--- src/rtl/move_sequencer.sv ---
// Movement request sequencer: latches piece-move requests, serialises them by priority and
// proves each candidate pose against an external collision checker before committing it.
module move_sequencer #(
    parameter int X_W       = 4,
    parameter int Y_W       = 5,
    parameter int ROT_N     = 4,
    parameter int MAX_KICK  = 2,
    parameter int SPAWN_X   = 4,
    parameter int SPAWN_Y   = 0,
    parameter int MODE_BITS = 2,
    parameter logic [MODE_BITS-1:0] MODE_PLAY = MODE_BITS'(1),
    parameter logic [MODE_BITS-1:0] MODE_DROP = MODE_BITS'(2),
    localparam int ROT_W    = $clog2(ROT_N)
) (
    input  logic                 clk,
    input  logic                 rst_n,
    input  logic [MODE_BITS-1:0] mode,
    input  logic                 spawn_en,
    input  logic                 gravity_tick,
    input  logic                 btn_left_en,
    input  logic                 btn_right_en,
    input  logic                 btn_rotate_en,
    input  logic                 btn_down_en,
    output logic                 test_valid,
    output logic [X_W-1:0]       test_x,
    output logic [Y_W-1:0]       test_y,
    output logic [ROT_W-1:0]     test_rot,
    input  logic                 chk_done,
    input  logic                 chk_collide,
    output logic [X_W-1:0]       cur_x,
    output logic [Y_W-1:0]       cur_y,
    output logic [ROT_W-1:0]     cur_rot,
    output logic                 lock_out,
    output logic                 busy
);

    localparam int KI_W    = (MAX_KICK > 1) ? $clog2(2 * MAX_KICK) : 1;
    localparam int REQ_G   = 4;
    localparam int REQ_L   = 3;
    localparam int REQ_R   = 2;
    localparam int REQ_ROT = 1;
    localparam int REQ_D   = 0;

    typedef enum logic [1:0] {
        ST_IDLE   = 2'd0,
        ST_TEST   = 2'd1,
        ST_KICK   = 2'd2,
        ST_LOCKED = 2'd3
    } state_t;

    state_t            state_r;
    logic [4:0]        pend_r;
    logic [4:0]        req_r;
    logic [KI_W-1:0]   kick_idx_r;
    logic              kick_wait_r;
    logic              test_valid_r;
    logic [X_W-1:0]    test_x_r;
    logic [Y_W-1:0]    test_y_r;
    logic [ROT_W-1:0]  test_rot_r;
    logic [X_W-1:0]    cur_x_r;
    logic [Y_W-1:0]    cur_y_r;
    logic [ROT_W-1:0]  cur_rot_r;
    logic              lock_r;
    logic              busy_r;

    logic              mode_play_s;
    logic              mode_drop_s;
    logic [4:0]        set_s;
    logic [4:0]        eff_s;
    logic [4:0]        sel_s;
    logic [X_W-1:0]    cand_x_s;
    logic [Y_W-1:0]    cand_y_s;
    logic [ROT_W-1:0]  cand_rot_s;
    logic [X_W-1:0]    kick_x_s;
    logic              kick_last_s;

    function automatic logic [ROT_W-1:0] rot_next(input logic [ROT_W-1:0] r);
        if (r == ROT_W'(ROT_N - 1)) begin
            rot_next = {ROT_W{1'b0}};
        end else begin
            rot_next = r + ROT_W'(1);
        end
    endfunction

    // Kick order is +1, -1, +2, -2 ...: bit 0 of the index picks the sign.
    function automatic logic [X_W-1:0] kick_pos(input logic [X_W-1:0] x, input logic [KI_W-1:0] idx);
        logic [X_W-1:0] mag;
        mag = X_W'(32'(idx >> 1) + 32'd1);
        if (idx[0]) begin
            kick_pos = x - mag;
        end else begin
            kick_pos = x + mag;
        end
    endfunction

    // Request masking by mode and the effective pending set used for launch selection.
    always_comb begin
        mode_play_s = (mode == MODE_PLAY);
        mode_drop_s = (mode == MODE_DROP);
        set_s = {gravity_tick,
                 btn_left_en   & ~mode_drop_s,
                 btn_right_en  & ~mode_drop_s,
                 btn_rotate_en & ~mode_drop_s,
                 btn_down_en};
        if (mode_play_s) begin
            eff_s = pend_r;
        end else if (mode_drop_s) begin
            eff_s = {pend_r[REQ_G], 3'b000, 1'b1};
        end else begin
            eff_s = 5'b00000;
        end
    end

    // Fixed-priority pick: G > L > R > ROT > D.
    always_comb begin
        if (eff_s[REQ_G]) begin
            sel_s = 5'b10000;
        end else if (eff_s[REQ_L]) begin
            sel_s = 5'b01000;
        end else if (eff_s[REQ_R]) begin
            sel_s = 5'b00100;
        end else if (eff_s[REQ_ROT]) begin
            sel_s = 5'b00010;
        end else if (eff_s[REQ_D]) begin
            sel_s = 5'b00001;
        end else begin
            sel_s = 5'b00000;
        end
    end

    // Candidate pose for the selected request; coordinates wrap so the checker rejects them.
    always_comb begin
        cand_x_s   = cur_x_r;
        cand_y_s   = cur_y_r;
        cand_rot_s = cur_rot_r;
        case (sel_s)
            5'b10000, 5'b00001: cand_y_s   = cur_y_r + Y_W'(1);
            5'b01000:           cand_x_s   = cur_x_r - X_W'(1);
            5'b00100:           cand_x_s   = cur_x_r + X_W'(1);
            5'b00010:           cand_rot_s = rot_next(cur_rot_r);
            default: begin
                cand_x_s   = cur_x_r;
                cand_y_s   = cur_y_r;
                cand_rot_s = cur_rot_r;
            end
        endcase
        kick_x_s    = kick_pos(cur_x_r, kick_idx_r);
        kick_last_s = (kick_idx_r == KI_W'(2 * MAX_KICK - 1));
    end

    // Sequencer FSM with pending-request vector and registered outputs.
    always_ff @(posedge clk) begin
        if (!rst_n) begin
            state_r      <= ST_LOCKED;
            busy_r       <= 1'b1;
            pend_r       <= 5'b00000;
            req_r        <= 5'b00000;
            kick_idx_r   <= {KI_W{1'b0}};
            kick_wait_r  <= 1'b0;
            test_valid_r <= 1'b0;
            test_x_r     <= {X_W{1'b0}};
            test_y_r     <= {Y_W{1'b0}};
            test_rot_r   <= {ROT_W{1'b0}};
            cur_x_r      <= {X_W{1'b0}};
            cur_y_r      <= {Y_W{1'b0}};
            cur_rot_r    <= {ROT_W{1'b0}};
            lock_r       <= 1'b0;
        end else begin
            lock_r <= 1'b0;
            if (spawn_en) begin
                cur_x_r      <= X_W'(SPAWN_X);
                cur_y_r      <= Y_W'(SPAWN_Y);
                cur_rot_r    <= {ROT_W{1'b0}};
                pend_r       <= 5'b00000;
                test_valid_r <= 1'b0;
                kick_wait_r  <= 1'b0;
                state_r      <= ST_IDLE;
                busy_r       <= 1'b0;
            end else begin
                case (state_r)
                    ST_IDLE: begin
                        if (|sel_s) begin
                            test_x_r     <= cand_x_s;
                            test_y_r     <= cand_y_s;
                            test_rot_r   <= cand_rot_s;
                            test_valid_r <= 1'b1;
                            req_r        <= sel_s;
                            pend_r       <= (pend_r & ~sel_s) | set_s;
                            state_r      <= ST_TEST;
                            busy_r       <= 1'b1;
                        end else begin
                            pend_r <= pend_r | set_s;
                        end
                    end
                    ST_TEST: begin
                        pend_r <= pend_r | set_s;
                        if (chk_done && !chk_collide) begin
                            cur_x_r      <= test_x_r;
                            cur_y_r      <= test_y_r;
                            cur_rot_r    <= test_rot_r;
                            test_valid_r <= 1'b0;
                            state_r      <= ST_IDLE;
                            busy_r       <= 1'b0;
                        end else if (chk_done) begin
                            test_valid_r <= 1'b0;
                            if (req_r[REQ_G] || req_r[REQ_D]) begin
                                lock_r  <= 1'b1;
                                pend_r  <= 5'b00000;
                                state_r <= ST_LOCKED;
                            end else if (req_r[REQ_ROT] && (MAX_KICK > 0)) begin
                                kick_idx_r  <= {KI_W{1'b0}};
                                kick_wait_r <= 1'b0;
                                state_r     <= ST_KICK;
                            end else begin
                                state_r <= ST_IDLE;
                                busy_r  <= 1'b0;
                            end
                        end
                    end
                    ST_KICK: begin
                        pend_r <= pend_r | set_s;
                        if (!kick_wait_r) begin
                            test_x_r     <= kick_x_s;
                            test_y_r     <= cur_y_r;
                            test_valid_r <= 1'b1;
                            kick_wait_r  <= 1'b1;
                        end else if (chk_done && !chk_collide) begin
                            cur_x_r      <= test_x_r;
                            cur_y_r      <= test_y_r;
                            cur_rot_r    <= test_rot_r;
                            test_valid_r <= 1'b0;
                            kick_wait_r  <= 1'b0;
                            state_r      <= ST_IDLE;
                            busy_r       <= 1'b0;
                        end else if (chk_done) begin
                            test_valid_r <= 1'b0;
                            kick_wait_r  <= 1'b0;
                            if (kick_last_s) begin
                                state_r <= ST_IDLE;
                                busy_r  <= 1'b0;
                            end else begin
                                kick_idx_r <= kick_idx_r + KI_W'(1);
                            end
                        end
                    end
                    ST_LOCKED: begin
                        test_valid_r <= 1'b0;
                        pend_r       <= 5'b00000;
                    end
                    default: begin
                        test_valid_r <= 1'b0;
                        pend_r       <= 5'b00000;
                        state_r      <= ST_LOCKED;
                        busy_r       <= 1'b1;
                    end
                endcase
            end
        end
    end

    assign test_valid = test_valid_r;
    assign test_x     = test_x_r;
    assign test_y     = test_y_r;
    assign test_rot   = test_rot_r;
    assign cur_x      = cur_x_r;
    assign cur_y      = cur_y_r;
    assign cur_rot    = cur_rot_r;
    assign lock_out   = lock_r;
    assign busy       = busy_r;

endmodule

--- config.mk ---
export PLATFORM = sky130hd
export DESIGN_NAME = move_sequencer
export DESIGN_NICKNAME = d
export VERILOG_FILES = /design/src/rtl/move_sequencer.sv
export SDC_FILE = /design/constraint.sdc
export NUM_CORES = 1
export LEC_CHECK = 0
export CAP_MARGIN = 20
export CORE_MARGIN = 2
export CORE_UTILIZATION = 53
export CTS_CLUSTER_SIZE = 8
export DETAILED_ROUTE_END_ITERATION = 6
export HOLD_SLACK_MARGIN = 0.08
export PLACE_DENSITY_LB_ADDON = 0.3
export SYNTH_ARGS = -nofsm -noshare
export SYNTH_HDL_FRONTEND = slang
export SYNTH_SLANG_ARGS = --single-unit
--- constraint.sdc ---
create_clock -name clk -period 3.1 [get_ports clk]
set_input_delay 0.31 -clock clk [delete_from_list [all_inputs] [get_ports clk]]
set_output_delay 0.31 -clock clk [all_outputs]
set_load 0.005 [all_outputs]
==> summary.md, run 1 <==
| Metric | Value |
|---|---|
| Setup TNS | `0 ps` |
| ANT cells | `0` |
| Core Rows | `23` |
| Die area | `between 0.004 and 0.005 mm²` |
| Met2 Use GR | `between 30 and 40%` |
| Cell Area, Synth | `0.00221 mm²` |
| Post-synthesis area per instance | `between 8 and 9 µm²` |
| Crit path required time | `3270 ps` |
| Setup Crit Path Kind | `in -> reg` |
| Crit path capture type | `flop` |
| # clock sinks | `38` |
| CP Buf/Inv Count | `1` |
| Layout cell share with drive strength beyond 1 | `between 10 and 15%` |
| Peak Freq | `between 0.3 and 0.4 GHz` |
| CTS H-tree lvls | `2` |
| # DRC | `0` |
| Yosys reg bits | `38` |
| Core Box Area | `0.00400 mm²` |
| Total wire length | `~4.6 mm` |
| Filler Cell Count | `around 340` |
| Grt ovf | `0` |
| Largest family of logic cells by synthesized area | `compound AO/OA/AOI/OAI gates` |
| CP max FO | `4` |
| Worst-path cell chain | `clkdlybuf4s50_1, nor4b_1, nand2_1, ha_1, a21o_1, a2111oi_2, o21bai_1, xnor2_1, o221ai_1` |
| Max-slew headroom | `44.2%` |
| RSZ-0062 raised after global routing | `false` |
| Post-Route Skew | `between 10 and 15 ps` |
| Root Buffer | `clkbuf_8` |
| Met1 usage | `between 30% and 40%` |
| Routability cong. | `around 0.87` |
| Hold Crit Depth | `2` |
| Post-synth EDFFs | `0` |
| Cell variety after synth | `between 50 and 60` |
| Max cap viols | `0` |
| Leakage | `between 1 and 1.5 nW` |
| Initial antenna violation count | `0` |
| Global-route wire length before repair | `between 8 and 9 mm` |
| Post-route ant nets | `0` |
| CTS tree | `built` |
| Global route hottest layer | `met2` |
| FFs w/ async S/R, synth | `0%` |
| Worst skew pair latency | `between 300 and 400 ps` |
| Multiplexer share of the synthesized area | `roughly 9.9%` |
| Final Max Tran Viols | `0` |
| Nets | `roughly 310` |
| Crit path max-delay family | `compound AO/OA/AOI/OAI gates` |
| CTS clock-pin slew for the worst setup and hold paths | `around 80 ps` |
| DR WL/cell | `13.7 µm` |
| Syn nets | `around 280` |
| Multi-input logic area | `0.00134 mm²` |
| DP Cell Count | `around 330` |
| CP max-delay cell | `nor4b_1` |
| FF/Latch Area | `roughly 760 µm²` |
| Via-to-Cell Ratio | `around 5.5` |
| Leading register cell type out of synthesis | `dfxtp_1` |
| Post-synthesis compound-gate area fraction | `between 10% and 20%` |
| Worst path arrival time | `2740 ps` |
| # setup viols final | `0` |
| Critical path launch point type | `input pin` |
| Post-CTS resize count | `0` |
| Final Hold Viols | `0` |
| Layout area overhead | `22.5%` |
| Critical Path Stages | `9` |
| Vias | `about 1,900` |
| GRT Total Usage | `between 20% and 30%` |
| Met3 Resource Use GR | `4.38%` |
| Power per Cell Area | `391 mW/mm²` |
| Sequential area share after synthesis | `between 30% and 40%` |
| Minimum clock period | `between 2000 and 3000 ps` |
| Status | `complete, no violations` |
| Worst-Margin Slew | `roughly 800 ps` |
| CTS max path bufs | `2` |
| Reg2Reg Depth | `8` |
| Simple-gate share of the synthesized area | `approximately 18%` |
| Final std cells w/o fill | `roughly 340` |
| TritonCTS Buffers | `5` |
| Setup Buffers After CTS | `0` |
| Post-synthesis cell count | `approximately 250` |
| Crit-path max cell delay | `460 ps` |
| Die W | `~70 µm` |
| Adder-Cell Fraction of Synth Area | `about 9%` |
| Largest net degree at the start of global routing | `16` |
| Max VDD drop | `0.349 mV` |
| Post-synthesis xor/xnor area fraction | `~4.7%` |
| Power consumption | `1.06 mW` |
| Number of global-route vias before repair | `about 1,800` |
| Drt first-iter violations | `85` |
| DR pass1 iterations | `4` |
| Detailed placement HPWL | `about 3.4 mm` |
| Fin crit share | `approximately 83%` |
| Warnings from Yosys | `0` |
| Starting Density | `a little under three fifths` |
| CTS Hold Buffers Added | `0` |
| Ports | `37` |
| Worst hold path class | `reg -> reg` |
| Port-buffer cells | `36` |
| DIE HEIGHT | `just under 70 µm` |
==> kinds of logic after synthesis <==
group / Yosys count
simple gates: 81
compound gates: 58
flops: 38
buf+inv: 24
mux: 21
fa+ha+maj: 15
xor+xnor: 11
==> flip-flops by register name (all words and copies together), names as in the netlist, 3 cells and up, named ones only <==
register / cells
req_r: 3
pend_r: 5
test_x: 4
test_y: 5
cur_y: 5
==> worst paths after layout <==
path                   from        end  slack [ps]
setup / recovery    mode[1]  test_x[3]         540
hold / removal    test_x[0]  test_x[0]         490
setup reg to reg  pend_r[3]  test_x[3]         590
hold reg to reg   test_x[0]  test_x[0]         490
==> worst reg2reg max path: cells and delay by family (launching register included) <==
kind,cells,cell delay [ps]
adder cells (fa/ha/maj),1,320
flip-flops,1,360
AND/OR/NAND/NOR,2,680
AO/OA/AOI/OAI,4,880
XOR/XNOR,1,150
==> placed cells by master (no fill, tap or decap), drive strengths merged, types with 2 or more instances in the layout <==
cell	netlist	final
nand3	5	5
o21bai	2	2
nor2b	5	5
nand2	20	20
clkbuf	5	7
a31oi	2	2
o22ai	3	3
a211oi	5	5
nor2	31	31
or2	2	2
fa	2	2
xnor2	7	7
nor3b	2	2
inv	13	13
xor2	4	4
buf	6	6
mux2i	18	18
o21ai	14	14
ha	13	13
a211o	2	2
mux2	3	3
a21oi	14	14
o31ai	2	2
clkdlybuf4s50	0	36
a21o	3	3
dfxtp	38	38
nand3b	3	3
nor3	6	6
a2111oi	2	2
nor4bb	2	2
==> Yosys cell counts (4+ instances only) <==
library cell	count	area share, %
a21oi_1	13	2.9
buf_2	4	0.91
clkbuf_1	5	0.85
dfxtp_1	38	34
ha_1	13	7.4
inv_1	13	2.2
mux2i_1	18	8.2
nand2_1	20	3.4
nand3_1	5	1.1
nor2_1	29	4.9
nor2b_1	4	1.1
nor3_1	6	1.4
o21ai_0	12	2.7
xnor2_1	7	2.8
==> per-stage QoR <==
stage,instance area [µm²],util [%],hold slack (ps),setup WS [ps]
after floorplan,2210,-,427,818
after global placement,2620,65.4,474,298
after detailed placement,2620,65.4,468,217
after CTS,2710,67.7,488,538
after global routing,2710,67.7,514,292
final,2710,67.7,488,536
==> area by class of cell <==
type / count / share of cell area [%]
sequential: 38 / 28.1
multi-input combinational: 186 / 49.4
clock inverter: 1 / 0.185
inverter: 13 / 1.80
timing repair buffer: 42 / 15.0
clock buffer: 7 / 3.19
tap: 50 / 2.31
==> where the power goes <==
part | total, mW | leakage, nW | switching, mW | internal [mW]
Clock | 0.359 | 0.0482 | 0.180 | 0.179
Combinational | 0.180 | 0.658 | 0.0935 | 0.0866
Sequential | 0.519 | 0.309 | 0.0144 | 0.505
==> routing by layer <==
metal	vias up	wire length, µm	share of wire, %
li1	953	-	-
met1	868	2190	47
met2	37	2170	47
met3	8	176	3.8
met4	0	97	2.1
met5	-	0	0
No activity file was read; power rests on OpenSTA's default activity.
==> inputs of run 2 (changes only) <==
CORE_UTILIZATION = 48   (was 53)
clock period = 2.23 ns   (was 3.1 ns; I/O delays follow)
==> run 2 against run 1 <==
Worst hold slack lost 12 ps. Sequential share of layout area shrank 2.6 points. Cell count grew 7.7%. Total power grew 66%. Wire length grew 11%. First-iteration DRC count grew 21%. Global-route usage shrank 2.1 points. Die area grew 9.8%. Via count grew 6.6%. Combinational power grew 66%. Critical path type is now reg -> reg. Critical endpoint unchanged.
==> summary.md, run 2 (synthesis gave the netlist of run 1 again) <==
| Metric | Value |
|---|---|
| DP Cell Count | `~350` |
| Final std cells w/o fill | `between 300 and 400` |
| Post-route ant nets | `0` |
| Peak Freq | `around 0.47 GHz` |
| Reg2Reg Depth | `9` |
| P_sw | `0.420 mW` |
| Setup Crit Path Kind | `reg -> reg` |
| Setup slack at placement | `-371 ps` |
| Initial antenna violation count | `0` |
| Largest net degree at the start of global routing | `18` |
| Global-route wire length before repair | `approximately 8.6 mm` |
| Clk pwr share | `41.7%` |
| Worst hold path class | `in -> reg` |
| Core Rows | `24` |
| P_int | `1.33 mW` |
| Final WS setup | `between 100 and 150 ps` |
| Starting Density | `between 50% and 60%` |
| Nets | `337` |
| Hold Crit Depth | `3` |
| Root Buffer | `clkbuf_8` |
| Status | `complete, no violations` |
| Routability cong. | `approximately 0.9` |
| Minimum clock period | `2110 ps` |
| # clock sinks | `38` |
| Most frequent cells in the layout | `36 x dfxtp_1, 34 x clkdlybuf4s50_1, 30 x buf_4` |
| Leakage | `around 1.2 nW` |
| CTS tree | `built` |
| Grt ovf | `0` |
| Post-Route Skew | `roughly 7.5 ps` |
| Sw frac | `approximately a quarter` |
| Reg2reg start | `pend_r[3]` |
| Filler Cell Count | `between 300 and 400` |
| CP Launch Point | `pend_r[3]` |
| DIE HEIGHT | `just over 70 µm` |
| Worst-path cell chain | `nor4b_4, buf_4, nand2_2, buf_4, ha_4, a2111oi_2, o21bai_1, xnor2_1, o221ai_1` |
| Total wire length | `a little over 5 mm` |
| Worst skew pair latency | `between 200 and 300 ps` |
| Crit path max-delay family | `compound AO/OA/AOI/OAI gates` |
| Max cap viols | `0` |
| ANT cells | `0` |
| CP max FO | `3` |
| Commonest non-fill, non-tap cell in the layout | `dfxtp_1` |
| Worst-Margin Slew | `~700 ps` |
| Reg2Reg Capture Point | `test_x[3]` |
| CTS max path bufs | `2` |
| Crit path required time | `between 2000 and 2500 ps` |
| R2R setup slack | `120 ps` |
| Power consumption | `1.75 mW` |
| Combinational Power Share | `17.1%` |
| Via-to-Cell Ratio | `about 5.5` |
| Core Box Area | `around 0.0044 mm²` |
| Max VDD drop | `around 0.45 mV` |
| GRT Total Usage | `21.1%` |
| # setup viols final | `0` |
| Number of global-route vias before repair | `1,899` |
| Critical path launch point type | `flop` |
| Layout area overhead | `35.5%` |
| Detailed placement HPWL | `3.72 mm` |
| Ports | `37` |
| Final Max Tran Viols | `0` |
| CTS H-tree lvls | `2` |
| Reg power frac | `between 40% and 50%` |
| Max-slew headroom | `a little over half` |
| Power per Cell Area | `approximately 590 mW/mm²` |
| CTS clock-pin slew for the worst setup and hold paths | `80 ps` |
| Layout cell share with drive strength beyond 1 | `between 20% and 30%` |
| CP max-delay cell | `dfxtp_2` |
| Final Hold Viols | `0` |
| Fin crit share | `a little over nine tenths` |
| Die W | `around 72 µm` |
| Vias | `around 2,000` |
| Port-buffer cells | `36` |
| Critical Path Stages | `9` |
| DR WL/cell | `approximately 14 µm` |
| Worst path arrival time | `between 2000 and 2500 ps` |
| # DRC | `0` |
| Drt first-iter violations | `roughly 100` |
| Worst Setup EP | `test_x[3]` |
| DR pass1 iterations | `4` |
| Crit-path max cell delay | `340 ps` |
| Die area | `between 0.005 and 0.006 mm²` |
| TritonCTS Buffers | `5` |
| Crit path capture type | `flop` |
| CTS Hold Buffers Added | `0` |
| Most frequent CP cell | `buf_4` |
| CP Buf/Inv Count | `2` |
==> run 2: worst min-delay path by stage <==
stage             startpoint        end  slack [ps]
6_report         btn_left_en  pend_r[3]         480
5_1_grt        btn_rotate_en  pend_r[1]         510
4_1_cts        btn_rotate_en  pend_r[1]         480
3_5_place_dp       test_x[0]  test_x[0]         480
3_3_place_gp       test_x[0]  test_x[0]         470
2_1_floorplan   gravity_tick  pend_r[4]         340
==> run 2: layout make-up <==
class / count / area [µm²] / area share, %
sequential: 38 / 763 / 25.5
clock inverter: 2 / 60.1 / 2.01
timing repair buffer: 66 / 591 / 19.7
tap: 52 / 65.1 / 2.17
inverter: 13 / 48.8 / 1.63
clock buffer: 6 / 82.6 / 2.76
multi-input combinational: 186 / 1380 / 46.2
==> run 2: repair_timing <==
action,in CTS,in global routing
cloned,0,0
resized for setup,1,9
setup buffers,0,3
pin swaps,1,6
endpoints found under the setup margin,1,2
==> run 2: power groups by stage <==
stage	Combinational (mW)	Sequential, mW	Clock [mW]
6_report	0.299	0.722	0.732
5_1_grt	0.327	0.726	0.758
4_1_cts	0.287	0.721	0.743
3_5_place_dp	0.282	0.737	0
3_3_place_gp	0.278	0.736	0
2_1_floorplan	0.163	0.735	0
==> run 2: per-stage QoR <==
stage / util, % / hold slack, ps / cell area [µm²] / TNS [ps]
final: 68.3 / 476 / 2990 / 0
after global routing: 68.3 / 511 / 2990 / -12.7
after CTS: 66.7 / 478 / 2920 / 0
after detailed placement: 63.3 / 477 / 2780 / -737
after global placement: 63.3 / 475 / 2780 / -623
after floorplan: - / 340 / 2210 / 0
==> run 2: routing by layer <==
| metal | global-route usage [%] | wire, µm |
|---|---|---|
| met5 | 0 | 0 |
| met3 | 3.38 | 248 |
| met2 | 34.5 | 2440 |
| met4 | 6.92 | 53 |
| met1 | 28.4 | 2390 |
==> run 2: worst min-delay path: stages <==
cell             delay, ps
clkdlybuf4s50_1        400
nand2_1                 50
a21oi_1                 60
